--- src/rtl/bp_be_late_wb_queue_if.sv ---
// Late-writeback queue bus: memory-pipe enqueue, allocation scoreboard updates,
// and regfile write requests with their grants, plus the occupancy/pending status.
interface bp_be_late_wb_queue_if #(
    parameter int els_p            = 4,
    parameter int reg_addr_width_p = 5,
    parameter int data_width_p     = 64
);
    localparam int cnt_w_lp = $clog2(els_p + 1);
    localparam int regs_lp  = 2 ** reg_addr_width_p;

    logic                        late_v_i;
    logic                        late_float_i;
    logic [reg_addr_width_p-1:0] late_rd_addr_i;
    logic [data_width_p-1:0]     late_data_i;
    logic                        late_yumi_o;

    logic                        alloc_v_i;
    logic                        alloc_float_i;
    logic [reg_addr_width_p-1:0] alloc_rd_addr_i;

    logic                        irf_w_v_o;
    logic                        frf_w_v_o;
    logic [reg_addr_width_p-1:0] rf_w_addr_o;
    logic [data_width_p-1:0]     rf_w_data_o;
    logic                        irf_w_yumi_i;
    logic                        frf_w_yumi_i;

    logic [regs_lp-1:0]          irf_pending_o;
    logic [regs_lp-1:0]          frf_pending_o;
    logic [cnt_w_lp-1:0]         count_o;
    logic                        empty_o;

    modport slave (
        input  late_v_i, late_float_i, late_rd_addr_i, late_data_i,
        input  alloc_v_i, alloc_float_i, alloc_rd_addr_i,
        input  irf_w_yumi_i, frf_w_yumi_i,
        output late_yumi_o, irf_w_v_o, frf_w_v_o, rf_w_addr_o, rf_w_data_o,
        output irf_pending_o, frf_pending_o, count_o, empty_o
    );

    modport master (
        output late_v_i, late_float_i, late_rd_addr_i, late_data_i,
        output alloc_v_i, alloc_float_i, alloc_rd_addr_i,
        output irf_w_yumi_i, frf_w_yumi_i,
        input  late_yumi_o, irf_w_v_o, frf_w_v_o, rf_w_addr_o, rf_w_data_o,
        input  irf_pending_o, frf_pending_o, count_o, empty_o
    );
endinterface

--- src/rtl/bp_be_late_wb_queue.sv ---
// Late load writeback FIFO draining into the int/FP regfiles in strict order,
// with per-register pending scoreboards for issue-stage hazard stalls.
module bp_be_late_wb_queue_chk #(
    parameter int els_p        = 4,
    parameter int data_width_p = 64
) (
    input logic                          clk_i,
    input logic                          reset_n_i,
    input logic                          irf_w_v_i,
    input logic                          frf_w_v_i,
    input logic                          irf_w_yumi_i,
    input logic                          frf_w_yumi_i,
    input logic [$clog2(els_p+1)-1:0]    count_i,
    input logic                          empty_i,
    input logic [data_width_p-1:0]       head_data_i,
    input logic                          head_par_i
);
    localparam int cnt_w_lp = $clog2(els_p + 1);
    localparam logic [cnt_w_lp-1:0] els_cnt_lp = cnt_w_lp'(els_p);

    a_irf_yumi_needs_v: assert property (@(posedge clk_i) disable iff (!reset_n_i)
        !(irf_w_yumi_i && !irf_w_v_i));
    a_frf_yumi_needs_v: assert property (@(posedge clk_i) disable iff (!reset_n_i)
        !(frf_w_yumi_i && !frf_w_v_i));
    a_one_file_only: assert property (@(posedge clk_i) disable iff (!reset_n_i)
        !(irf_w_v_i && frf_w_v_i));
    a_empty_matches_count: assert property (@(posedge clk_i) disable iff (!reset_n_i)
        empty_i == (count_i == {cnt_w_lp{1'b0}}));
    a_count_bounded: assert property (@(posedge clk_i) disable iff (!reset_n_i)
        count_i <= els_cnt_lp);
    a_head_parity: assert property (@(posedge clk_i) disable iff (!reset_n_i)
        !empty_i |-> (head_par_i == ^head_data_i));
endmodule

module bp_be_late_wb_queue #(
    parameter int els_p            = 4,
    parameter int reg_addr_width_p = 5,
    parameter int data_width_p     = 64
) (
    input logic                  clk_i,
    input logic                  reset_n_i,
    bp_be_late_wb_queue_if.slave wb
);
    localparam int ptr_w_lp = $clog2(els_p);
    localparam int cnt_w_lp = $clog2(els_p + 1);
    localparam int regs_lp  = 2 ** reg_addr_width_p;
    localparam logic [cnt_w_lp-1:0] els_cnt_lp = cnt_w_lp'(els_p);

    typedef struct packed {
        logic                        fp;
        logic [reg_addr_width_p-1:0] rd;
        logic [data_width_p-1:0]     data;
        logic                        par;
    } entry_t;

    function automatic logic calc_parity(input logic [data_width_p-1:0] d);
        return ^d;
    endfunction

    entry_t                mem_q [els_p];
    entry_t                mem_d [els_p];
    logic [ptr_w_lp-1:0]   wptr_q, wptr_d;
    logic [ptr_w_lp-1:0]   rptr_q, rptr_d;
    logic [cnt_w_lp-1:0]   count_q, count_d;
    logic                  empty_q, empty_d;
    logic [regs_lp-1:0]    irf_pend_q, irf_pend_d;
    logic [regs_lp-1:0]    frf_pend_q, frf_pend_d;

    logic                  late_yumi_s;
    logic                  store_s;
    entry_t                head_s;
    logic                  head_int_v_s;
    logic                  head_fp_v_s;
    logic                  retire_s;
    logic [regs_lp-1:0]    irf_set_s, irf_clr_s;
    logic [regs_lp-1:0]    frf_set_s, frf_clr_s;

    // Acceptance looks at occupancy only; a same-cycle retire never frees a slot.
    always_comb begin
        late_yumi_s = wb.late_v_i & (count_q < els_cnt_lp);
        store_s     = late_yumi_s
                    & (wb.late_float_i | (wb.late_rd_addr_i != {reg_addr_width_p{1'b0}}));
    end

    // Head request decode and retire detection.
    always_comb begin
        head_s       = mem_q[rptr_q];
        head_int_v_s = ~empty_q & ~head_s.fp;
        head_fp_v_s  = ~empty_q &  head_s.fp;
        retire_s     = (head_int_v_s & wb.irf_w_yumi_i) | (head_fp_v_s & wb.frf_w_yumi_i);
    end

    // Entry storage and pointer advance; pointers wrap naturally since els_p is a power of 2.
    always_comb begin
        mem_d = mem_q;
        if (store_s) begin
            mem_d[wptr_q] = '{fp:   wb.late_float_i,
                              rd:   wb.late_rd_addr_i,
                              data: wb.late_data_i,
                              par:  calc_parity(wb.late_data_i)};
            wptr_d = wptr_q + ptr_w_lp'(1'b1);
        end else begin
            wptr_d = wptr_q;
        end
        if (retire_s) begin
            rptr_d = rptr_q + ptr_w_lp'(1'b1);
        end else begin
            rptr_d = rptr_q;
        end
    end

    // Occupancy tracking, held separately from the pointers.
    always_comb begin
        count_d = count_q;
        case ({store_s, retire_s})
            2'b10:   count_d = count_q + cnt_w_lp'(1'b1);
            2'b01:   count_d = count_q - cnt_w_lp'(1'b1);
            default: count_d = count_q;
        endcase
        empty_d = (count_d == {cnt_w_lp{1'b0}});
    end

    // Scoreboards: retire clears, alloc sets, and set is applied last so a newer load wins.
    always_comb begin
        irf_clr_s = (retire_s & ~head_s.fp) ? (regs_lp'(1'b1) << head_s.rd) : {regs_lp{1'b0}};
        frf_clr_s = (retire_s &  head_s.fp) ? (regs_lp'(1'b1) << head_s.rd) : {regs_lp{1'b0}};
        irf_set_s = (wb.alloc_v_i & ~wb.alloc_float_i
                     & (wb.alloc_rd_addr_i != {reg_addr_width_p{1'b0}}))
                  ? (regs_lp'(1'b1) << wb.alloc_rd_addr_i) : {regs_lp{1'b0}};
        frf_set_s = (wb.alloc_v_i & wb.alloc_float_i)
                  ? (regs_lp'(1'b1) << wb.alloc_rd_addr_i) : {regs_lp{1'b0}};
        irf_pend_d = (irf_pend_q & ~irf_clr_s) | irf_set_s;
        frf_pend_d = (frf_pend_q & ~frf_clr_s) | frf_set_s;
    end

    // State registers; reset discards any queued entry and clears both scoreboards.
    always_ff @(posedge clk_i or negedge reset_n_i) begin
        if (!reset_n_i) begin
            for (int i = 0; i < els_p; i++) begin
                mem_q[i] <= {$bits(entry_t){1'b0}};
            end
            wptr_q     <= {ptr_w_lp{1'b0}};
            rptr_q     <= {ptr_w_lp{1'b0}};
            count_q    <= {cnt_w_lp{1'b0}};
            empty_q    <= 1'b1;
            irf_pend_q <= {regs_lp{1'b0}};
            frf_pend_q <= {regs_lp{1'b0}};
        end else begin
            mem_q      <= mem_d;
            wptr_q     <= wptr_d;
            rptr_q     <= rptr_d;
            count_q    <= count_d;
            empty_q    <= empty_d;
            irf_pend_q <= irf_pend_d;
            frf_pend_q <= frf_pend_d;
        end
    end

    assign wb.late_yumi_o   = late_yumi_s;
    assign wb.irf_w_v_o     = head_int_v_s;
    assign wb.frf_w_v_o     = head_fp_v_s;
    assign wb.rf_w_addr_o   = head_s.rd;
    assign wb.rf_w_data_o   = head_s.data;
    assign wb.irf_pending_o = irf_pend_q;
    assign wb.frf_pending_o = frf_pend_q;
    assign wb.count_o       = count_q;
    assign wb.empty_o       = empty_q;

    bp_be_late_wb_queue_chk #(
        .els_p        (els_p),
        .data_width_p (data_width_p)
    ) u_chk (
        .clk_i        (clk_i),
        .reset_n_i    (reset_n_i),
        .irf_w_v_i    (head_int_v_s),
        .frf_w_v_i    (head_fp_v_s),
        .irf_w_yumi_i (wb.irf_w_yumi_i),
        .frf_w_yumi_i (wb.frf_w_yumi_i),
        .count_i      (count_q),
        .empty_i      (empty_q),
        .head_data_i  (head_s.data),
        .head_par_i   (head_s.par)
    );
endmodule

--- src/flat_wrapper.sv ---
// flat-port wrapper written by rule: the top's interface ports become plain ports
module bp_be_late_wb_queue_flat 
#(
    parameter int els_p            = 4,
    parameter int reg_addr_width_p = 5,
    parameter int data_width_p     = 64
)
  (clk_i, reset_n_i, wb_late_v_i, wb_late_float_i, wb_late_rd_addr_i, wb_late_data_i, wb_alloc_v_i, wb_alloc_float_i, wb_alloc_rd_addr_i, wb_irf_w_yumi_i, wb_frf_w_yumi_i, wb_late_yumi_o, wb_irf_w_v_o, wb_frf_w_v_o, wb_rf_w_addr_o, wb_rf_w_data_o, wb_irf_pending_o, wb_frf_pending_o, wb_count_o, wb_empty_o);
  bp_be_late_wb_queue_if #(.els_p(els_p), .reg_addr_width_p(reg_addr_width_p), .data_width_p(data_width_p)) wb_i ();
  input logic clk_i;
  input logic reset_n_i;
  input wire logic [$bits(wb_i.late_v_i)-1:0] wb_late_v_i;
  input wire logic [$bits(wb_i.late_float_i)-1:0] wb_late_float_i;
  input wire logic [$bits(wb_i.late_rd_addr_i)-1:0] wb_late_rd_addr_i;
  input wire logic [$bits(wb_i.late_data_i)-1:0] wb_late_data_i;
  input wire logic [$bits(wb_i.alloc_v_i)-1:0] wb_alloc_v_i;
  input wire logic [$bits(wb_i.alloc_float_i)-1:0] wb_alloc_float_i;
  input wire logic [$bits(wb_i.alloc_rd_addr_i)-1:0] wb_alloc_rd_addr_i;
  input wire logic [$bits(wb_i.irf_w_yumi_i)-1:0] wb_irf_w_yumi_i;
  input wire logic [$bits(wb_i.frf_w_yumi_i)-1:0] wb_frf_w_yumi_i;
  output wire logic [$bits(wb_i.late_yumi_o)-1:0] wb_late_yumi_o;
  output wire logic [$bits(wb_i.irf_w_v_o)-1:0] wb_irf_w_v_o;
  output wire logic [$bits(wb_i.frf_w_v_o)-1:0] wb_frf_w_v_o;
  output wire logic [$bits(wb_i.rf_w_addr_o)-1:0] wb_rf_w_addr_o;
  output wire logic [$bits(wb_i.rf_w_data_o)-1:0] wb_rf_w_data_o;
  output wire logic [$bits(wb_i.irf_pending_o)-1:0] wb_irf_pending_o;
  output wire logic [$bits(wb_i.frf_pending_o)-1:0] wb_frf_pending_o;
  output wire logic [$bits(wb_i.count_o)-1:0] wb_count_o;
  output wire logic [$bits(wb_i.empty_o)-1:0] wb_empty_o;
  assign wb_i.late_v_i = wb_late_v_i;
  assign wb_i.late_float_i = wb_late_float_i;
  assign wb_i.late_rd_addr_i = wb_late_rd_addr_i;
  assign wb_i.late_data_i = wb_late_data_i;
  assign wb_i.alloc_v_i = wb_alloc_v_i;
  assign wb_i.alloc_float_i = wb_alloc_float_i;
  assign wb_i.alloc_rd_addr_i = wb_alloc_rd_addr_i;
  assign wb_i.irf_w_yumi_i = wb_irf_w_yumi_i;
  assign wb_i.frf_w_yumi_i = wb_frf_w_yumi_i;
  assign wb_late_yumi_o = wb_i.late_yumi_o;
  assign wb_irf_w_v_o = wb_i.irf_w_v_o;
  assign wb_frf_w_v_o = wb_i.frf_w_v_o;
  assign wb_rf_w_addr_o = wb_i.rf_w_addr_o;
  assign wb_rf_w_data_o = wb_i.rf_w_data_o;
  assign wb_irf_pending_o = wb_i.irf_pending_o;
  assign wb_frf_pending_o = wb_i.frf_pending_o;
  assign wb_count_o = wb_i.count_o;
  assign wb_empty_o = wb_i.empty_o;
  bp_be_late_wb_queue #(.els_p(els_p), .reg_addr_width_p(reg_addr_width_p), .data_width_p(data_width_p)) u_core (.clk_i(clk_i), .reset_n_i(reset_n_i), .wb(wb_i));
endmodule
--- config.mk ---
export PLATFORM = sky130hd
export DESIGN_NAME = bp_be_late_wb_queue_flat
export DESIGN_NICKNAME = d
export VERILOG_FILES = /design/src/rtl/bp_be_late_wb_queue_if.sv /design/src/rtl/bp_be_late_wb_queue.sv /design/src/flat_wrapper.sv
export SDC_FILE = /design/constraint.sdc
export NUM_CORES = 1
export LEC_CHECK = 0
export ABC_CLOCK_PERIOD_IN_PS = 4300
export BUFFER_PORTS_ARGS = -buffer_cell sky130_fd_sc_hd__buf_2
export CORE_UTILIZATION = 60
export DETAILED_ROUTE_END_ITERATION = 10
export MAX_ROUTING_LAYER = met4
export PLACE_DENSITY = 0.8
export SLEW_MARGIN = 20
export SYNTH_ARGS = -nofsm -noshare
export SYNTH_HDL_FRONTEND = slang
export SYNTH_SLANG_ARGS = --single-unit
export TNS_END_PERCENT = 10
--- constraint.sdc ---
create_clock -name clk_i -period 4.3 [get_ports clk_i]
set_input_delay 0.645 -clock clk_i [delete_from_list [all_inputs] [get_ports clk_i]]
set_output_delay 0.645 -clock clk_i [all_outputs]
set_load 0.005 [all_outputs]
* After elaboration in Yosys (flattened, before gate mapping) *
Index checks and enable logic that the tools add are counted.

word-level totals
  bits in registers = 356

cells by class
  add/sub/neg operators = 4
  $lt $le $gt $ge = 4
  eq/ne operators = 2
  shift-type cells = 2
  multiplexer cells = 11
  bitwise gates (word level) = 24
  reduce and logical (&&, ||, !) cells = 5

operator list
  kind                  number
  $bwmux 284            1
  $mux 71               3
  $bmux 71 s2           1
  $demux 71 s2          1
  $mux 32               4
  $and 32x32->32        2
  $not 32->32           2
  $or 32x32->32         2
  $reduce_xor 64->1     1
  $shl 1x5->32 const A  2
  $and 1x1->1           11
  $reduce_bool 5->1     2
  $ge 3x3->1 const B    2
  $not 2->3             2
  $pmux 3 s2            1
  $add 2x1->2 const B   2
  $add 3x1->3 const B   1
  $logic_not 3->1       1
  $lt 3x1->1 const B    1
  $lt 3x3->1 const B    1
  $not 1->1             3
  $sub 3x1->3 const B   1
  $eq 2x1->1 const B    1
  $eq 2x2->1 const B    1
  2 further kinds       3

* Logic depth before layout (Yosys ltp) *
  depth in word-level cells = 13
  mapped depth = 13

* Least setup slack after synthesis *
OpenSTA, ideal clock, no wires.

  path kind = register to register
  start = reg u_core.rptr_q[0]
  end = reg u_core.empty_q, in the netlist u_core.wb.empty_o
  setup time = 0.082 ns
  arrival = 2.678 ns
  setup slack = 1.540 ns
  cell stages (with the launch flop) = 14
  buffers on the path = 3
  clock period less this slack = 2.760 ns
  cells stage by stage = dfrtp_1 -> buf_6 -> buf_2 -> buf_2 -> mux2i_1 -> mux2i_1 -> nor2_1 -> ha_1 -> inv_1 -> fa_1 -> xor2_1 -> nor2_1 -> xor2_1 -> nor3_1

between the ends
  word-level cells in the longest chain between the ends = 11
  elaborated cells on any way between the ends = 14
  those cells by class = 2 x eq/ne; 4 x mux; 7 x bitwise; 1 x reduce/logical

ends and longest elaborated chain
  element                                          RTL line                    RTL
  start, declared                                  bp_be_late_wb_queue.sv:63   logic [ptr_w_lp-1:0] rptr_q, rptr_d;
  start signal, assigned                           bp_be_late_wb_queue.sv:143  rptr_q <= {ptr_w_lp{1'b0}};
  start signal, assigned                           bp_be_late_wb_queue.sv:151  rptr_q <= rptr_d;
  $not 2->3 (implied by the code) *                bp_be_late_wb_queue.sv:87   head_s = mem_q[rptr_q];
  $bmux 71 s2 *                                    bp_be_late_wb_queue.sv:87
  $mux 71 (implied by the code) * (2 in a row)     bp_be_late_wb_queue.sv:87
  $not 1->1                                        bp_be_late_wb_queue.sv:88   head_int_v_s = ~empty_q & ~head_s.fp;
  $and 1x1->1                                      bp_be_late_wb_queue.sv:88
  $and 1x1->1                                      bp_be_late_wb_queue.sv:90   retire_s = (head_int_v_s & wb.irf_w_yumi_i) | (head_fp_v_s & wb.frf_w_yumi_i);
  $or 1x1->1 *                                     bp_be_late_wb_queue.sv:90
  $eq 2x1->1 / $eq 2x2->1 (equally long branches)  bp_be_late_wb_queue.sv:115  case ({store_s, retire_s})
  $pmux 3 s2 *                                     bp_be_late_wb_queue.sv:115
  via u_core.count_d[2]                            bp_be_late_wb_queue.sv:64   logic [cnt_w_lp-1:0] count_q, count_d;
  $logic_not 3->1 *                                bp_be_late_wb_queue.sv:120  empty_d = (count_d == {cnt_w_lp{1'b0}});
  via u_core.empty_d                               bp_be_late_wb_queue.sv:65   logic empty_q, empty_d;
  end signal, assigned                             bp_be_late_wb_queue.sv:153  empty_q <= empty_d;
  end, declared                                    bp_be_late_wb_queue.sv:65

Mark *: on every way through the listed nets, which the timed path passes. The rest lies on a longest branch. The select of a mux whose other input is x is not followed.
A chain may end at the register's enable or synchronous reset.

* Worst setup path after layout *
  start = reg u_core.rptr_q[1]
  end = out wb_rf_w_data_o[28]

between the ends
  word-level cells in the longest chain between the ends = 4

ends and longest elaborated chain
  element                                     RTL line                   RTL
  $not 2->3 (implied by the code)             bp_be_late_wb_queue.sv:87
  $bmux 71 s2                                 bp_be_late_wb_queue.sv:87
  $mux 71 (implied by the code) (2 in a row)  bp_be_late_wb_queue.sv:87
  end, declared                               flat_wrapper.sv:25         output wire logic [$bits(wb_i.rf_w_data_o)-1:0] wb_rf_w_data_o;

Every way passes these cells. The select of a mux whose other input is x is not followed.

==> impl_metrics.yaml <==
timing:
  fin_tns_setup_ps: 0
  grt_setup_unrepaired: "false"
  finalHoldViolCount: 0
  finalSetupViolations: 0
  skew_ps: 15.1
  worstMarginPinSlew_ps: 982
  fmax_mhz: 319
  slew_headroom_pct: 34.5
  finalWorstSetupSlack_ps: 1160
  fin_crit_sh_pct: 73.0
  finalMaxSlewViolations: 0
  finalCriticalPeriod_ps: 3140
placement:
  place_congestion: 0.881
  dp_hpwl_mm: 22.9
  dpl_cell_area_mm2: 0.0170
  port_buffers: 221
  place_ws_ps: 1130
pwr:
  ir_worst_vdd_mv: 0.535
  switching_share_pct: 33.8
  switching_power_uw: 5240
  p_int_uw: 10300
  seq_power_share_pct: 38.4
  p_clk_share_pct: 20.9
  p_per_area_mw_per_mm2: 848
  pwr-share-comb_pct: 40.7
  p_leak_uw: 0.00822
  totalPowerFinal_uw: 15500
clock_network:
  cts_tree: "built"
  cts_setup_buffers: 0
  cts.clk_slew.worst_paths_ps: 60
  cts_root_buf: "clkbuf_16"
  cts.sinks: 352
  postCtsHoldBufs: 0
  clockBufferDepth: 3
  numCtsBuffers: 38
  insertion_delay_ps: 510
  h-tree-depth: 2
  cts_resized: 0
grt:
  grt_use_met2_pct: 45.3
  grt_pass1_wl_mm: 56.9
  antenna_found_initial: 4
  grt_overflow_total: 0
  use_met3_pct: 5.84
  grt_max_degree: 131
  grt_pass1_vias: 10500
  grt_usage_pct: 28.3
  grt.busiest_layer: "met2"
  grtUsageMet1_pct: 36.7
die:
  die_y_um: 163
  start_util_pct: 61.5
  die_x_um: 163
  die_area_mm2: 0.0266
  ioPinCount: 222
  core-area_mm2: 0.0253
  rows: 58
worst_setup_path:
  r2r-end: "u_core.wb.empty_o"
  endpoint_kind: "output port"
  reg2reg_from: "u_core.rptr_q[1]"
  setup.worst_path.class: "flip-flop to output port"
  crit_required_ps: 3650
  r2r_slack_ps: 1190
  slowest_stage: "buf_4"
  max_stage_delay_ps: 720
  startpoint_type: "flip-flop"
  cp_data_arrival_time_ps: 2490
  reg2regPathDepth: 11
  cp_max_fo: 51
  path_cells: "buf_4 > mux4_2 > buf_2"
drt:
  viasPerCell: 6.23
  final_antenna_net_count: 0
  drc: 0
  vias: 9872
  dr.pass1.iters: 5
  wl_per_cell_um: 22.5
  drtIter0Drc: 715
  drt_wl_total_mm: 35.6
final_layout:
  seqCellArea_mm2: 0.00882
  multi_input_area_mm2: 0.00641
  area_growth_pct: 17.3
  drive_gt1_share_pct: 51.8
  final_nets: 1312
  design_area_mm2: 0.0183
  nFillCells: 1667
synth:
  seq_area_frac_synth_pct: 56.5
  yosys.area.top_type_share_pct: 56.4
  yosys_warnings: 0
  syn-num-nets: 1108
  async_flop_share_pct: 100
  syn_area_per_cell_um2: 15.3
  synth_edf_count: 0
  synth_ff_type: "dfrtp_1"
  ys_types: 39
  netlist_top_cells_area: "dfrtp_1 (56%), mux2_2 (18%), mux4_2 (10%), o41ai_1 (2.9%), mux2_1 (1.9%)"
  syn_inst: 1020
  synth-seq-cells: 352
  yosys.area.top_type: "dfrtp_1"
  synth_area_mm2: 0.0156
status:
  status: "complete, no violations"
min_path:
  hold_path_class: "input port to async pin"
flow_run:
  cap_violations: 0
==> metrics by stage <==
step | hold slack, ps | cells | util, %
global route | 354 | 1584 | 72.2
finish | 276 | 1584 | 72.2
floorplan | 349 | 1020 | -
global placement | 469 | 1514 | 67.2
CTS | 309 | 1580 | 72.2
detailed placement | 480 | 1514 | 67.2
==> layout make-up <==
type,count,share of cell area [%]
Clock inverter,12,0.773
Timing Repair Buffer,241,7.33
Inverter,12,0.246
Sequential cell,352,48.2
Multi-Input combinational cell,579,35.0
Tap cell,330,2.26
Antenna cell,4,0.0547
Clock buffer,54,6.08
==> Yosys cell counts (4+ instances only) <==
master    count
dfrtp_1     351
mux2_2      256
mux4_2       69
o41ai_1      51
buf_2        40
nand2_1      39
o31ai_1      30
clkbuf_1     27
mux2_1       26
o21ai_0      21
nor2_1       15
inv_1        12
nand2b_1     11
o41ai_2       9
mux2i_1       7
buf_1         6
ha_1          5
nor2b_1       5
a22oi_1       4
buf_6         4
==> critical path: cells and delay by family (launching register included) <==
family	cells	cell delay, ps
buf+inv	2	870
flops	1	670
mux	1	410
==> power groups by stage <==
stage	registers (uW)	logic, uW	clock network, uW
6_report	5940	6310	3240
5_1_grt	6130	6770	3430
4_1_cts	5930	6320	3300
3_5_place_dp	5960	6280	0
3_3_place_gp	5860	6100	0
2_1_floorplan	5590	4390	0
==> how the worst max path moves through the flow <==
stage | from | to
after floorplan | u_core.rptr_q[0] | u_core.wb.empty_o
after global placement | wb_late_rd_addr_i[4] | u_core.mem_q[47]
after detailed placement | wb_late_rd_addr_i[4] | u_core.wb.empty_o
after CTS | u_core.rptr_q[0] | wb_rf_w_data_o[22]
after global routing | u_core.rptr_q[0] | wb_rf_w_data_o[41]
final | u_core.rptr_q[1] | wb_rf_w_data_o[28]
==> layer usage <==
metal	wire length (um)	part of all wire [%]
met1	14500	41
met2	17600	49
met3	2710	7.6
met4	860	2.4
met5	0	0
==> registers in the layout, summed over array words and instances, names as in the netlist <==
| signal | cells |
|---|---|
| u_core.wb.empty_o | 1 |
| u_core.wb.irf_pending_o | 32 |
| u_core.mem_q | 280 |
| u_core.wptr_q | 2 |
| u_core.rptr_q | 2 |
| u_core.wb.count_o | 3 |
| u_core.wb.frf_pending_o | 32 |
==> placed cells by master, fill, tap and decap left out, types with 21 or more instances in the layout <==
| master | n |
|---|---|
| buf_2 | 220 |
| clkbuf_16 | 39 |
| dfrtp_1 | 349 |
| mux2_1 | 26 |
| mux2_2 | 256 |
| mux4_2 | 69 |
| nand2_1 | 35 |
| o21ai_0 | 21 |
| o31ai_1 | 30 |
| o41ai_1 | 51 |
==> logic make-up (layout without fill, tap and decap cells) <==
group           count (synthesis)  after routing  share of synthesized area (%)
compound gates                122            122                           6.48
fa+ha+maj                       6              6                          0.530
simple gates                   88             88                           2.73
flops                         352            352                           56.5
other cells                     0              4                              0
buf+inv                        89            319                           2.66
mux                           358            358                           30.8
xor+xnor                        5              5                          0.281
No activity file was read; power rests on OpenSTA's default activity.
